--- src/rtl/sd_fifo_arb_pkg.sv ---
// Shared types and the round-robin pick helper for the sd_fifo_arb arbiter family.
// rr_next works on up to 16 requesters; callers pass their real requester count in n.
package sd_fifo_arb_pkg;

    typedef enum logic {
        ARB_IDLE   = 1'b0,
        ARB_LOCKED = 1'b1
    } arb_state_t;

    localparam int RR_MAX = 16;

    // Lowest requester above ptr wins; if none, wrap and take the lowest requester overall.
    function automatic logic [RR_MAX-1:0] rr_next(input logic [RR_MAX-1:0] req,
                                                  input logic [3:0]        ptr,
                                                  input int                n);
        logic [RR_MAX-1:0] valid;
        logic [RR_MAX-1:0] mask;
        logic [RR_MAX-1:0] src;
        logic [RR_MAX-1:0] pick;
        valid = '0;
        mask  = '0;
        pick  = '0;
        for (int k = 0; k < RR_MAX; k++) begin
            valid[k] = (k < n);
            mask[k]  = (k > int'(ptr)) && (k < n);
        end
        src = ((req & mask) != '0) ? (req & mask) : (req & valid);
        for (int k = 0; k < RR_MAX; k++) begin
            if (src[k] && (pick == '0)) begin
                pick[k] = 1'b1;
            end
        end
        return pick;
    endfunction

endpackage

--- src/rtl/sd_fifo_arb_if.sv ---
// Requester-side and FIFO-side handshake bundle of sd_fifo_arb.
// master is the arbiter's view; slave is the view of whatever surrounds it.
interface sd_fifo_arb_if #(
    parameter int inputs = 4,
    parameter int width  = 8,
    parameter int usz    = 3
);
    logic [inputs-1:0]       c_srdy;
    logic [inputs-1:0]       c_eop;
    logic [inputs*width-1:0] c_data;
    logic [inputs-1:0]       c_drdy;
    logic                    p_srdy;
    logic                    p_eop;
    logic [width-1:0]        p_data;
    logic                    p_drdy;
    logic [usz-1:0]          fifo_usage;
    logic [inputs-1:0]       p_grant;

    modport master (
        input  c_srdy, c_eop, c_data, p_drdy, fifo_usage,
        output c_drdy, p_srdy, p_eop, p_data, p_grant
    );

    modport slave (
        output c_srdy, c_eop, c_data, p_drdy, fifo_usage,
        input  c_drdy, p_srdy, p_eop, p_data, p_grant
    );
endinterface

--- src/rtl/sd_rr_pick.sv ---
// Combinational masked round-robin pick: one-hot winner and its index, searching from ptr+1.
module sd_rr_pick
    import sd_fifo_arb_pkg::*;
#(
    parameter int inputs = 4,
    parameter int pw     = 2
) (
    input  logic [inputs-1:0] req,
    input  logic [pw-1:0]     ptr,
    output logic [inputs-1:0] grant,
    output logic [pw-1:0]     idx
);

    logic [RR_MAX-1:0] pick;

    always_comb begin
        pick  = rr_next(RR_MAX'(req), 4'(ptr), inputs);
        grant = pick[inputs-1:0];
        idx   = '0;
        for (int k = 0; k < inputs; k++) begin
            if (pick[k]) begin
                idx = pw'(k);
            end
        end
    end

    generate
        if (inputs < RR_MAX) begin : g_pad
            logic unused_pick;
            assign unused_pick = ^pick[RR_MAX-1:inputs];
        end
    endgenerate

endmodule

--- src/rtl/sd_fifo_arb.sv ---
// Round-robin arbiter feeding one sd_fifo_c write port, with optional packet lock
// and a high-water throttle on starting new packets.
//
//   state      | meaning
//   ARB_IDLE   | no packet open; rr pick among requesters unless throttled
//   ARB_LOCKED | packet from lock_idx in flight; grant held until its eop beat
module sd_fifo_arb
    import sd_fifo_arb_pkg::*;
#(
    parameter int inputs   = 4,
    parameter int width    = 8,
    parameter int usz      = 3,
    parameter int hiwat    = 4,
    parameter int lock_pkt = 1
) (
    input logic             clk,
    input logic             reset,
    sd_fifo_arb_if.master   bus
);

    localparam int pw = (inputs > 1) ? $clog2(inputs) : 1;

    arb_state_t        state, state_nxt;
    logic [pw-1:0]     ptr, ptr_nxt;
    logic [pw-1:0]     lock_idx, lock_nxt;
    logic [inputs-1:0] pick_oh;
    logic [pw-1:0]     pick_idx;
    logic [inputs-1:0] grant;
    logic [pw-1:0]     gidx;
    logic              throttle;
    logic              psrdy;
    logic              xfer;

    sd_rr_pick #(
        .inputs (inputs),
        .pw     (pw)
    ) u_pick (
        .req   (bus.c_srdy),
        .ptr   (ptr),
        .grant (pick_oh),
        .idx   (pick_idx)
    );

    assign throttle = int'(bus.fifo_usage) >= hiwat;

    always_ff @(posedge clk) begin
        if (!reset) begin
            state    <= ARB_IDLE;
            ptr      <= pw'(inputs - 1);
            lock_idx <= '0;
        end else begin
            state    <= state_nxt;
            ptr      <= ptr_nxt;
            lock_idx <= lock_nxt;
        end
    end

    always_comb begin
        grant     = '0;
        gidx      = pick_idx;
        state_nxt = state;
        ptr_nxt   = ptr;
        lock_nxt  = lock_idx;
        // Grant is forced off while reset is low so nothing leaks into the FIFO.
        if (reset) begin
            if (state == ARB_LOCKED) begin
                gidx           = lock_idx;
                grant[lock_idx] = 1'b1;
            end else if (!throttle) begin
                grant = pick_oh;
            end
        end
        psrdy = |(grant & bus.c_srdy);
        xfer  = psrdy & bus.p_drdy;
        if (xfer) begin
            if (state == ARB_LOCKED) begin
                if (bus.c_eop[lock_idx]) begin
                    state_nxt = ARB_IDLE;
                    ptr_nxt   = lock_idx;
                end
            end else if ((lock_pkt != 0) && !bus.c_eop[gidx]) begin
                state_nxt = ARB_LOCKED;
                lock_nxt  = gidx;
            end else begin
                ptr_nxt = gidx;
            end
        end
    end

    assign bus.p_grant = grant;
    assign bus.p_srdy  = psrdy;
    assign bus.c_drdy  = grant & {inputs{bus.p_drdy}};
    assign bus.p_eop   = bus.c_eop[gidx];
    assign bus.p_data  = bus.c_data[gidx*width +: width];

endmodule

--- src/flat_wrapper.sv ---
// flat-port wrapper written by rule: the top's interface ports become plain ports
module sd_fifo_arb_flat import sd_fifo_arb_pkg::*;
#(
    parameter int inputs   = 4,
    parameter int width    = 8,
    parameter int usz      = 3,
    parameter int hiwat    = 4,
    parameter int lock_pkt = 1
)
  (clk, reset, bus_c_srdy, bus_c_eop, bus_c_data, bus_p_drdy, bus_fifo_usage, bus_c_drdy, bus_p_srdy, bus_p_eop, bus_p_data, bus_p_grant);
  sd_fifo_arb_if #(.inputs(inputs), .width(width), .usz(usz)) bus_i ();
  input logic clk;
  input logic reset;
  input wire logic [$bits(bus_i.c_srdy)-1:0] bus_c_srdy;
  input wire logic [$bits(bus_i.c_eop)-1:0] bus_c_eop;
  input wire logic [$bits(bus_i.c_data)-1:0] bus_c_data;
  input wire logic [$bits(bus_i.p_drdy)-1:0] bus_p_drdy;
  input wire logic [$bits(bus_i.fifo_usage)-1:0] bus_fifo_usage;
  output wire logic [$bits(bus_i.c_drdy)-1:0] bus_c_drdy;
  output wire logic [$bits(bus_i.p_srdy)-1:0] bus_p_srdy;
  output wire logic [$bits(bus_i.p_eop)-1:0] bus_p_eop;
  output wire logic [$bits(bus_i.p_data)-1:0] bus_p_data;
  output wire logic [$bits(bus_i.p_grant)-1:0] bus_p_grant;
  assign bus_i.c_srdy = bus_c_srdy;
  assign bus_i.c_eop = bus_c_eop;
  assign bus_i.c_data = bus_c_data;
  assign bus_i.p_drdy = bus_p_drdy;
  assign bus_i.fifo_usage = bus_fifo_usage;
  assign bus_c_drdy = bus_i.c_drdy;
  assign bus_p_srdy = bus_i.p_srdy;
  assign bus_p_eop = bus_i.p_eop;
  assign bus_p_data = bus_i.p_data;
  assign bus_p_grant = bus_i.p_grant;
  sd_fifo_arb #(.inputs(inputs), .width(width), .usz(usz), .hiwat(hiwat), .lock_pkt(lock_pkt)) u_core (.clk(clk), .reset(reset), .bus(bus_i));
endmodule
--- config.mk ---
export PLATFORM = sky130hd
export DESIGN_NAME = sd_fifo_arb_flat
export DESIGN_NICKNAME = d
export VERILOG_FILES = /design/src/rtl/sd_fifo_arb_pkg.sv /design/src/rtl/sd_fifo_arb_if.sv /design/src/rtl/sd_rr_pick.sv /design/src/rtl/sd_fifo_arb.sv /design/src/flat_wrapper.sv
export SDC_FILE = /design/constraint.sdc
export NUM_CORES = 1
export LEC_CHECK = 0
export CAP_MARGIN = 5
export CORE_MARGIN = 4
export CORE_UTILIZATION = 39
export DETAILED_ROUTE_END_ITERATION = 12
export PLACE_DENSITY = 0.9
export SLEW_MARGIN = 10
export SYNTH_ARGS = -nofsm -noshare
export SYNTH_HDL_FRONTEND = slang
export SYNTH_SLANG_ARGS = --single-unit
--- constraint.sdc ---
create_clock -name clk -period 3.2 [get_ports clk]
set_input_delay 0.64 -clock clk [delete_from_list [all_inputs] [get_ports clk]]
set_output_delay 0.64 -clock clk [all_outputs]
set_load 0.05 [all_outputs]
==> impl_metrics.tcl <==
set metrics [dict create \
    syn_area_sq_um 983 \
    skew_ns 0.00380 \
    dp_hpwl_um 2920 \
    grt_first_pass_wirelength_um 5840 \
    rsz0062_at_grt "false" \
    power.density_nw_per_um2 296 \
    routed_wl_um 4140 \
    slew_violations 0 \
    final_nets 246 \
    avgViaCountPerCell 6.20 \
    io_buffers 61 \
    leakage_nw 0.844 \
    whs_path_depth 2 \
    synthFlopType "dfxtp_1" \
    ys_types 48 \
    drc 0 \
    cts_root_buffer "clkbuf_4" \
    fin_crit_ns 3.06 \
    power_mw 0.578 \
    ant_nets 0 \
    vias 1408 \
    peakVddDrop_mv 0.255 \
    maxCapViolCount 0 \
    min_period_over_period 0.956 \
    clk_pin_slew_ns 0.05 \
    post_cts.repair.setup_buffers 0 \
    setup_viol 0 \
    timing.rr.start "u_core.state$_SDFFE_PN0P_" \
    detail_route.iter0.violations 53 \
    critical_path_class "reg2out" \
    r2r-end "u_core.lock_idx[1]$_SDFFE_PN0P_" \
    yosys_warnings 0 \
    htree_levels 1 \
    start_util 0.428 \
    pin_count 64 \
    worst_slew_pin_slew_ns 0.668 \
    multi_input_area_sq_um 913 \
    clkLatencyLatePin_ns 0.26 \
    grt_pass1_vias 1380 \
    gp_routability_congestion 0.877 \
    ff2ff_path_depth 9 \
    endpoint_kind "primary output" \
    fmax_ghz 0.327 \
    area_delta_synth_final_pct 98.7 \
    synth-edff-count 0 \
    grt_use_total 0.215 \
    synthTopCellsByArea "mux2i_1 12%, dfxtp_1 10%, a211oi_1 6.9%" \
    fillCellCount 133 \
    crit_fanout 18 \
    synth_nets 175 \
    rows 17 \
    instances_no_fill 227 \
    status "complete, no violations" \
    critPathLaunchType "register" \
    ys_ff_latch 5 \
    overflow 0 \
    die-area_sq_um 3390 \
    antennaDiodeCount 0 \
    post-route-util 0.851 \
    cts.path.max_buffers 2 \
    drive_above_1_share 0.296 \
    hp-class "reg2reg" \
    relSlewSlack 0.554 \
    core-area_sq_um 2300 \
    rrSetupSlack_ns 0.47 \
    regArea_sq_um 100 \
    place_ws_ns -0.0573 \
    synth_top_area_share 0.122 \
    dp_cells 221 \
    min_from "u_core.ptr[0]$_SDFFE_PN1P_" \
    postCtsHoldBufs 0 \
    seq_area_frac_synth 0.102 \
    whs_endpoint "u_core.ptr[0]$_SDFFE_PN1P_" \
    setup_ws_ns 0.141 \
    critPathArrivalTime_ns 2.42 \
    grt_start_max_net_pins 19 \
    firstDrtPassIters 4 \
    synth_top_cell_by_area "mux2i_1" \
    holdWs_ns 0.690 \
    dieHeight_um 58.2 \
    wire_per_inst_um 18.2 \
    cts_sinks 5 \
    syn_avg_cell_area_sq_um 7.62 \
    cts_tree "done" \
    die_w_um 58.2 \
    cts_buffers 3 \
    required_ns 2.56 \
    antenna_found_initial 0 \
    async_flop_share 0 \
    synth_cells 129 \
    hold_violations 0 \
]
-- per-stage QoR --
step	cell area [sq um]	setup TNS [ns]
after floorplan	990	0
after global placement	1800	0
after detailed placement	1800	-0.0874
after CTS	1840	-0.0159
after global routing	1950	0
final	1950	0
-- where the power goes --
| group | internal [mW] | switching (mW) | total, mW |
|---|---|---|---|
| registers | 0.0654 | 0.0108 | 0.0762 |
| clock network | 0.0476 | 0.0328 | 0.0804 |
| logic | 0.201 | 0.221 | 0.422 |
-- synth_stat cells, drive strengths merged (2+ instances only) --
cell	number
a21oi	13
mux2i	13
buf	10
a211oi	9
nor2b	7
nor2	6
dfxtp	5
nand2	5
nand2b	5
a31oi	4
and2	4
and2b	4
inv	4
clkbuf	3
o211ai	3
o221ai	3
a21boi	2
a32oi	2
nand3	2
o211a	2
o21ai	2
o22ai	2
-- cells by family (layout without fill, tap and decap cells) --
kind of cell,after synthesis,after routing,share of synthesized area
AOI/OAI and AO/OA,52,54,0.397
buffers and inverters,17,85,0.0878
DFF,5,5,0.102
muxes,15,15,0.170
and+or+nand+nor,40,40,0.243
-- layout make-up --
class | instances | area share
Sequential cell | 5 | 0.0512
Timing Repair Buffer | 77 | 0.442
Inverter | 4 | 0.00768
Tap cell | 28 | 0.0179
Multi-Input combinational cell | 109 | 0.467
Clock buffer | 4 | 0.0134
-- per-layer routing --
metal	vias to the layer above	global-route usage	wire length [um]
li1	645	-	-
met2	118	0.389	2030
met5	-	0	0
met3	15	0.0757	478
met1	630	0.232	1510
met4	0	0.0695	121
-- how the worst max path moves through the flow --
| stage | startpoint | to | depth (start not counted) |
|---|---|---|---|
| 6_report | u_core.state$_SDFFE_PN0P_ | bus_p_eop | 7 |
| 5_1_grt | u_core.state$_SDFFE_PN0P_ | bus_p_data[7] | 8 |
| 4_1_cts | bus_c_srdy[1] | bus_p_data[6] | 8 |
| 3_5_place_dp | bus_c_srdy[1] | bus_p_data[1] | 8 |
| 3_3_place_gp | bus_c_srdy[3] | bus_p_srdy | 8 |
| 2_1_floorplan | bus_c_srdy[3] | bus_p_data[3] | 7 |
-- registers in the layout, summed over array words and instances, names as in the netlist --
register and count:
u_core.ptr 2, u_core.lock_idx 2, u_core.state 1
-- worst max-delay path, stage by stage (launching register included) --
cell and delay [ns]:
dfxtp_1 0.74, o2bb2ai_1 0.20, a31oi_1 0.07, a32oi_2 0.25, buf_4 0.30, mux2i_1 0.28, mux2i_2 0.14, buf_12 0.17
-- layout by cell type, fill, tap and decap left out, types with 5 or more instances in the layout --
master and count:
a211oi_2 5, a21oi_1 11, buf_12 13, buf_4 20, clkdlybuf4s50_1 38, dfxtp_1 5, dlymetal6s2s_1 5, mux2i_1 12
nor2_1 5, nor2b_1 6
-- timing repair --
item,CTS,global route
gates resized for setup,3,18
endpoints found under the setup margin,3,12
pin swaps,0,1
gates cloned,0,2
(Power assumes the default switching activity.)
